$ cat src/rtl/serial_add_ctrl_pkg.sv
// Shared definitions for the bit-serial adder controller.
package serial_add_ctrl_pkg;

  // Operand/result width used when the parent does not override it.
  localparam int DEFAULT_WIDTH = 8;

  // Sequencer states: waiting for work, shifting bits, one-cycle completion.
  typedef enum logic [1:0] {
    ST_IDLE = 2'b00,
    ST_RUN  = 2'b01,
    ST_DONE = 2'b10
  } state_e;

endpackage

$ cat src/rtl/serial_add_ctrl_fa_cell.sv
// One-bit full adder shared by every bit position of the serial addition.
module fa_cell (
  input  logic a,
  input  logic b,
  input  logic ci,
  output logic s,
  output logic co
);

  // Sum and carry of three single-bit inputs.
  always_comb begin
    s  = a ^ b ^ ci;
    co = (a & b) | (ci & (a ^ b));
  end

endmodule

$ cat src/rtl/serial_add_ctrl.sv
// Bit-serial adder: {cout,sum} = a + b + cin, LSB first, one bit per clock
// through a single shared full-adder cell.
module serial_add_ctrl
  import serial_add_ctrl_pkg::*;
#(
  parameter int WIDTH = DEFAULT_WIDTH
) (
  input  logic             clk,
  input  logic             rst,
  input  logic             start,
  input  logic [WIDTH-1:0] a,
  input  logic [WIDTH-1:0] b,
  input  logic             cin,
  output logic             busy,
  output logic             done,
  output logic [WIDTH-1:0] sum,
  output logic             cout
);

  // One spare bit so the counter can reach WIDTH without wrapping.
  localparam int CNT_W = $clog2(WIDTH) + 1;
  localparam logic [CNT_W-1:0] LAST_BIT = CNT_W'(WIDTH - 1);

  state_e           state_q, state_d;
  logic [WIDTH-1:0] a_sr_q, a_sr_d;
  logic [WIDTH-1:0] b_sr_q, b_sr_d;
  logic [WIDTH-1:0] res_sr_q, res_sr_d;
  logic             carry_q, carry_d;
  logic [CNT_W-1:0] cnt_q, cnt_d;
  logic [WIDTH-1:0] sum_q, sum_d;
  logic             cout_q, cout_d;
  logic             busy_q, busy_d;
  logic             done_q, done_d;

  logic fa_s;
  logic fa_co;

  fa_cell u_fa_cell (
    .a  (a_sr_q[0]),
    .b  (b_sr_q[0]),
    .ci (carry_q),
    .s  (fa_s),
    .co (fa_co)
  );

  // Next-state and datapath update; everything holds unless a state acts on it.
  always_comb begin
    state_d  = state_q;
    a_sr_d   = a_sr_q;
    b_sr_d   = b_sr_q;
    res_sr_d = res_sr_q;
    carry_d  = carry_q;
    cnt_d    = cnt_q;
    sum_d    = sum_q;
    cout_d   = cout_q;
    busy_d   = busy_q;
    done_d   = 1'b0;

    case (state_q)
      ST_IDLE: begin
        if (start) begin
          state_d = ST_RUN;
          a_sr_d  = a;
          b_sr_d  = b;
          carry_d = cin;
          cnt_d   = '0;
          busy_d  = 1'b1;
        end
      end

      ST_RUN: begin
        res_sr_d = {fa_s, res_sr_q[WIDTH-1:1]};
        a_sr_d   = {1'b0, a_sr_q[WIDTH-1:1]};
        b_sr_d   = {1'b0, b_sr_q[WIDTH-1:1]};
        carry_d  = fa_co;
        cnt_d    = cnt_q + CNT_W'(1);
        if (cnt_q == LAST_BIT) begin
          state_d = ST_DONE;
          sum_d   = {fa_s, res_sr_q[WIDTH-1:1]};
          cout_d  = fa_co;
          busy_d  = 1'b0;
          done_d  = 1'b1;
        end
      end

      ST_DONE: begin
        state_d = ST_IDLE;
      end

      default: begin
        state_d = ST_IDLE;
        busy_d  = 1'b0;
      end
    endcase
  end

  // State and datapath registers; synchronous reset clears everything.
  always_ff @(posedge clk) begin
    if (rst) begin
      state_q  <= ST_IDLE;
      a_sr_q   <= '0;
      b_sr_q   <= '0;
      res_sr_q <= '0;
      carry_q  <= 1'b0;
      cnt_q    <= '0;
      sum_q    <= '0;
      cout_q   <= 1'b0;
      busy_q   <= 1'b0;
      done_q   <= 1'b0;
    end else begin
      state_q  <= state_d;
      a_sr_q   <= a_sr_d;
      b_sr_q   <= b_sr_d;
      res_sr_q <= res_sr_d;
      carry_q  <= carry_d;
      cnt_q    <= cnt_d;
      sum_q    <= sum_d;
      cout_q   <= cout_d;
      busy_q   <= busy_d;
      done_q   <= done_d;
    end
  end

  // Outputs come straight from registers.
  always_comb begin
    busy = busy_q;
    done = done_q;
    sum  = sum_q;
    cout = cout_q;
  end

endmodule
$ cat config.mk
export PLATFORM = sky130hd
export DESIGN_NAME = serial_add_ctrl
export DESIGN_NICKNAME = d
export VERILOG_FILES = /design/src/rtl/serial_add_ctrl_pkg.sv /design/src/rtl/serial_add_ctrl_fa_cell.sv /design/src/rtl/serial_add_ctrl.sv
export SDC_FILE = /design/constraint.sdc
export NUM_CORES = 1
export LEC_CHECK = 0
export CORE_UTILIZATION = 51
export DETAILED_ROUTE_END_ITERATION = 16
export PLACE_DENSITY_LB_ADDON = 0.2
export SYNTH_ARGS = -nofsm -noshare
export SYNTH_HDL_FRONTEND = slang
export SYNTH_SLANG_ARGS = --single-unit
$ cat constraint.sdc
create_clock -name clk -period 1.8 [get_ports clk]
set_clock_uncertainty 0.2 [all_clocks]
set_input_delay 0.27 -clock clk [delete_from_list [all_inputs] [get_ports clk]]
set_output_delay 0.27 -clock clk [all_outputs]
set_load 0.02 [all_outputs]
==> flow_summary_export.csv, run 1 <==
group,metric,value,unit
floorplan,dieWidth,59.6,um
worst_setup_path,cp_slowest_cell,"dfxtp_1",
worst_setup_path,cpLargestDelayFamily,"buffers and inverters",
clocking,h-tree-depth,2,
floorplan,core_area,3100,um2
worst_setup_path,critPathCaptureType,"flop",
worst_setup_path,r2r-start,"state_q[0]",
clocking,cts_tree,"yes",
drt,vias,1497,
drt,wl_per_cell,13.5,um
drt,drt_iter0_markers,101,
clocking,clockRootBuffer,"clkbuf_4",
drt,wl,3650,um
worst_setup_path,crit_path_end,"busy",
timing,min_period,1.63,ns
synthesis,avgSynthCellArea,8.63,um2
worst_setup_path,r2r_end,"busy",
placed_design,port_buffers,30,
clocking,insertion_delay,0.35,ns
global_route,gr-total-overflow,0,
synthesis,yosysTopAreaCellShare,48.5,%
timing,tightest_slew,0.505,ns
worst_setup_path,rrSetupSlack,0.17,ns
drt,vias_per_cell,5.54,
synthesis,synth_compound_area_share,25.6,%
synthesis,yosysSeqAreaShare,48.5,%
worst_setup_path,cpMostUsedCell,"a21oi_1",
synthesis,ys_ff_latch,41,
timing,hold_violations,0,
worst_setup_path,crit_type,"reg2reg",
clocking,holdBufCountCts,0,
cells_and_area,fin_nets,247,
cells_and_area,syn2layout_area_growth,24.9,%
cells_and_area,drive_above_1_share,8.41,%
synthesis,synth_top_family_by_area,"compound AO/OA/AOI/OAI gates",
synthesis,yosys-top-cells-area,"dfxtp_1, a211oi_1, nor2_1",
floorplan,fp.dieArea,3550,um2
timing,slew_headroom,66.3,%
placed_design,dp_hpwl,2520,um
global_route,grt_first_pass_wirelength,6080,um
cells_and_area,mostFrequentLayoutCell,"dfxtp_1",
worst_setup_path,critPathMaxStageDelay,0.57,ns
timing,finalSetupViolations,0,
worst_setup_path,cp.required,1.86,ns
worst_setup_path,crit_cells,4,
timing,fin_tns_setup,0,ns
power_and_ir_drop,power.leakage,0.924,nW
cells_and_area,fillCellCount,263,
floorplan,start_util,54.5,%
global_route,antenna_found_initial,0,
floorplan,num_rows,20,
worst_setup_path,cp-start-kind,"flop",
synthesis,synth_xor_area_share,0,%
cells_and_area,instances_no_fill,270,
clocking,clock_sinks,41,
timing,grt_setup_unrepaired,"no",
worst_setup_path,worstRegToRegCells,4,
worst_setup_path,worstSetupStartpoint,"state_q[0]",
placed_design,routabilityCongestion,0.788,
drt,final_antenna_net_count,0,
synthesis,muxShareOfSynthArea,0.592,%
worst_setup_path,path_max_fanout,16,
cells_and_area,n_antenna_cell,0,
floorplan,fp.dieH,59.6,um
worst_hold_path,hold_class,"reg2reg",
cells_and_area,final_cell_mix,"dfxtp_1, nor2_1, a21oi_1, clkdlybuf4s50_1, nand2_1",
global_route,grt_pass1_vias,1419,
synthesis,synth_area,1690,um2
clocking,clockBufferDepth,2,
drt,drcViolationCount,0,
synthesis,yosysUniqueCellTypes,30,
floorplan,pin_count,31,
timing,fmax,612,MHz
global_route,grt_use_total,23.1,%
synthesis,yosys_warnings,0,
run,cap_viol_max_count,0,
clocking,cts_buffers,5,
power_and_ir_drop,vdd_ir_drop_max,0.498,mV
global_route,grt_max_degree,42,
synthesis,synthSimpleGateAreaFrac,17.3,%
timing,maxSlewViolCount,0,
synthesis,syn-num-nets,218,
synthesis,yosys.area_share.adder,1.92,%
outcome,status,"finished clean",
worst_setup_path,worst-path-buf-inv,2,
timing,period_share,90.7,%
synthesis,syn_inst,196,
worst_setup_path,cp.arrival,1.70,ns
clocking,clk_pin_slew,0.13,ns
worst_setup_path,crit_path_cell_trace,"inv_1 > buf_4 > a21oi_1 > a21oi_1",
power_and_ir_drop,p_per_area,787,nW/um2
placed_design,place_inst,260,
synthesis,yosys.area.top_type,"dfxtp_1",
drt,drt-pass1-iter-count,4,
power_and_ir_drop,power,1.66,mW
## cell usage after synthesis
master     count
fa_1           1
inv_1          2
a31oi_1        1
dfxtp_1       41
mux2i_1        1
o21ai_0        9
o22ai_1        6
buf_4          5
buf_2          4
nand2b_1       2
buf_1          1
o21bai_1       1
or3_1          1
a21oi_1       19
nand3b_1       1
and2b_1        1
nand2_1       18
o21ba_2        1
nor3_1         2
a211oi_1      16
ha_1           1
nand3_1       12
o2bb2ai_1      9
o32a_1         1
a22oi_1        3
clkbuf_1       6
nor3b_1        1
buf_6          1
and3b_1        1
nor2_1        28
## flip-flops by register name (all words and copies together), names as in the netlist
name      cells
sum           8
res_sr_q      7
state_q       2
carry_q       1
busy          1
b_sr_q        8
a_sr_q        8
cout          1
done          1
cnt_q         4
## logic make-up (layout without fill, tap and decap cells)
family	count (synthesis)	in the layout
AND/OR/NAND/NOR	67	67
AO/OA/AOI/OAI	66	66
flip-flops	41	41
buffers and inverters	19	49
adder cells (fa/ha/maj)	2	2
multiplexers	1	1
## power by group
part / internal, mW / leakage (nW) / total (mW) / switching, mW
Sequential: 0.950 / 0.335 / 0.980 / 0.0308
Clock: 0.147 / 0.0310 / 0.463 / 0.315
Combinational: 0.108 / 0.558 / 0.219 / 0.110
## layer usage
metal | track usage, % | part of all wire, %
met1 | 24.9 | 44
met3 | 5.24 | 3.7
met2 | 42.5 | 51
met5 | 0 | 0
met4 | 10.3 | 1.6
## what timing repair did
action	CTS	global route
gates cloned	0	0
resized for setup	1	11
buffers inserted	0	2
setup endpoints to repair	1	15
pin swaps	0	0
## worst min-delay path by stage
stage                     start           to  slack, ns  cells past startpoint
global placement    res_sr_q[1]  res_sr_q[1]       0.24                      2
detailed placement  res_sr_q[6]  res_sr_q[5]       0.26                      2
floorplan                  a[7]    a_sr_q[7]       0.22                      2
CTS                 res_sr_q[6]  res_sr_q[5]       0.28                      2
finish              res_sr_q[1]  res_sr_q[1]       0.28                      2
global route             sum[2]       sum[2]       0.30                      2
## per-stage QoR
stage                     area (um2)  setup slack, ns  util (%)  hold slack (ns)
after global placement          2020            0.102      65.0            0.243
final                           2110            0.167      68.1            0.280
after floorplan                 1690            0.408         -            0.218
after detailed placement        2020          0.00865      65.0            0.260
after global routing            2110           0.0636      68.1            0.298
after CTS                       2070          0.00870      66.7            0.278
## tightest hold or removal path: cells and delay by family (launching register included)
family | cells | cell delay (ns)
flip-flops | 1 | 0.33
AO/OA/AOI/OAI | 1 | 0.06
AND/OR/NAND/NOR | 1 | 0.05
## cell type report
cell class,count,area (um2),area share [%]
timing repair buffer,39,404,19.1
multi-input combinational,136,769,36.4
inverter,2,7.51,0.355
tap,44,55.1,2.61
clock inverter,3,17.5,0.829
sequential,41,821,38.9
clock buffer,5,37.5,1.78
Power figures use the tool's default switching activity.
==> run 2: changes to the inputs <==
--- a/config.mk
+++ b/config.mk
@@ -5,9 +5,8 @@
 export SDC_FILE = /design/constraint.sdc
 export NUM_CORES = 1
 export LEC_CHECK = 0
-export CORE_UTILIZATION = 51
+export CORE_UTILIZATION = 35
 export DETAILED_ROUTE_END_ITERATION = 16
-export PLACE_DENSITY_LB_ADDON = 0.2
 export SYNTH_ARGS = -nofsm -noshare
 export SYNTH_HDL_FRONTEND = slang
 export SYNTH_SLANG_ARGS = --single-unit
==> flow_summary_export.csv, run 2 (same netlist as run 1, synthesis figures left out) <==
group,metric,value,unit
worst_setup_path,cp_slowest_cell,"clkdlybuf4s50_1",
placed_design,port_buffers,30,
drt,drcViolationCount,0,
timing,min_period,1.74,ns
floorplan,fp.dieH,71.5,um
cells_and_area,drive_above_1_share,9.17,%
clocking,cts_tree,"yes",
run,cap_viol_max_count,0,
clocking,clockRootBuffer,"clkbuf_8",
worst_setup_path,critPathCaptureType,"output port",
floorplan,num_rows,24,
drt,vias_per_cell,5.14,
global_route,grt.met1_usage,20.9,%
timing,fmax,575,MHz
power_and_ir_drop,p_clk_share,34.8,%
clocking,clk_pin_slew,0.07,ns
cells_and_area,fillCellCount,474,
drt,wl_per_cell,12.8,um
global_route,grt_max_degree,42,
worst_setup_path,critPathMaxStageDelay,0.62,ns
worst_setup_path,path_max_fanout,3,
global_route,antenna_found_initial,0,
clocking,h-tree-depth,2,
power_and_ir_drop,p_sw_share,23.6,%
global_route,grt_use_total,15.3,%
cells_and_area,mostFrequentLayoutCell,"dfxtp_1",
worst_setup_path,cp.required,1.33,ns
power_and_ir_drop,power.leakage,0.776,nW
clocking,cts_buffers,5,
drt,drt_iter0_markers,80,
placed_design,routabilityCongestion,0.742,
drt,final_antenna_net_count,0,
cells_and_area,final_cell_mix,"dfxtp_1, clkdlybuf4s50_1, nor2_1, a21oi_1, nand2_1",
worst_setup_path,crit_type,"reg2out",
global_route,gr-total-overflow,0,
drt,drt-pass1-iter-count,4,
cells_and_area,syn2layout_area_growth,28.8,%
power_and_ir_drop,p_int,1.41,mW
clocking,clockBufferDepth,2,
worst_setup_path,worst-path-buf-inv,1,
timing,hold_slack,0.264,ns
global_route,grt-busiest-layer,"met2",
cells_and_area,n_antenna_cell,0,
placed_design,dp_hpwl,2430,um
timing,period_share,96.6,%
global_route,grt_use_met3,4.78,%
power_and_ir_drop,p_switching,0.436,mW
global_route,grt_first_pass_wirelength,6200,um
floorplan,dieWidth,71.5,um
worst_setup_path,cp.arrival,1.27,ns
worst_hold_path,hold_class,"reg2reg",
clocking,insertion_delay,0.28,ns
timing,grt_setup_unrepaired,"no",
timing,hold_violations,0,
global_route,grt_pass1_vias,1337,
timing,maxSlewViolCount,0,
floorplan,fp.dieArea,5120,um2
clocking,clock_sinks,41,
drt,vias,1445,
floorplan,start_util,37.6,%
floorplan,pin_count,31,
power_and_ir_drop,vdd_ir_drop_max,0.397,mV
floorplan,core_area,4500,um2
power_and_ir_drop,p_per_area,849,nW/um2
clocking,postCtsSetupBuffers,0,
global_route,use_met2,23.3,%
cells_and_area,fin_nets,250,
worst_setup_path,cpLargestDelayFamily,"buffers and inverters",
timing,fin_tns_setup,0,ns
power_and_ir_drop,seqPwrFrac,53.1,%
worst_setup_path,crit_path_cell_trace,"clkdlybuf4s50_1",
clocking,cts_resized,0,
clocking,holdBufCountCts,0,
timing,tightest_slew,0.509,ns
drt,wl,3590,um
timing,finalSetupViolations,0,
timing,slew_headroom,66.0,%
power_and_ir_drop,power.share.combinational,12.2,%
worst_setup_path,cp-start-kind,"flop",
outcome,status,"finished clean",
run 2: changes by cell type in the layout (fill, tap and decap cells not counted), sizes merged:
cell           change
clkbuf             +2
clkinv             -1
dlygate4sd2        -1
buf                +3
clkinvlp           -1
dlymetal6s2s      -10
clkdlybuf4s50     +11
run 2: metrics by stage:
step	util (%)	setup WS (ns)	power, mW	cells	cell area [um2]
after detailed placement	46.1	0.0276	1.23	273	2080
after floorplan	-	0.408	1.14	196	1690
after CTS	48.4	0.0515	1.86	281	2180
after global placement	46.1	0.0655	1.23	273	2080
final	48.4	0.0615	1.85	281	2180
after global routing	48.4	0.00863	1.94	281	2180
run 2: power by group through the flow:
stage / registers, mW / clock network (mW) / logic (mW)
2_1_floorplan: 0.992 / 0 / 0.143
3_3_place_gp: 1.00 / 0 / 0.228
3_5_place_dp: 1.00 / 0 / 0.226
4_1_cts: 0.981 / 0.657 / 0.227
5_1_grt: 0.987 / 0.703 / 0.248
6_report: 0.981 / 0.643 / 0.225
run 2: layer usage:
metal	up-vias	share of wire, %
li1	759	-
met1	661	52
met2	21	44
met3	4	2.8
met4	0	1.0
met5	-	0
run 2: path summary, 6_finish.rpt:
kind,slack (ns),startpoint,endpoint,cells after the start
setup reg to reg,0.24,state_q[0],a_sr_q[0],3
hold reg to reg,0.26,res_sr_q[1],res_sr_q[1],2
hold / removal,0.26,res_sr_q[1],res_sr_q[1],2
setup / recovery,0.06,busy,busy,1
run 2: layout make-up:
class / count / area [um2] / share of cell area [%]
inverters: 2 / 7.51 / 0.345
flip-flops and latches: 41 / 821 / 37.7
repair buffers: 42 / 415 / 19.1
well taps: 52 / 65.1 / 2.99
multi-input cells: 136 / 768 / 35.3
clock inverters: 1 / 5.00 / 0.230
clock buffers: 7 / 96.3 / 4.42
run 2: worst reg2reg max path, stage by stage (launching register included):
cell	delay, ns
dfxtp_1	0.53
inv_1	0.33
o2bb2ai_1	0.27
a211oi_1	0.09
==> run 3: changes to the inputs <==
--- a/config.mk
+++ b/config.mk
@@ -7,6 +7,7 @@
 export LEC_CHECK = 0
 export CORE_UTILIZATION = 35
 export DETAILED_ROUTE_END_ITERATION = 16
+export SKIP_LAST_GASP = 1
 export SYNTH_ARGS = -nofsm -noshare
 export SYNTH_HDL_FRONTEND = slang
 export SYNTH_SLANG_ARGS = --single-unit
==> results of run 3 <==
Final layout, timing and power as in run 2 (identical DEF).
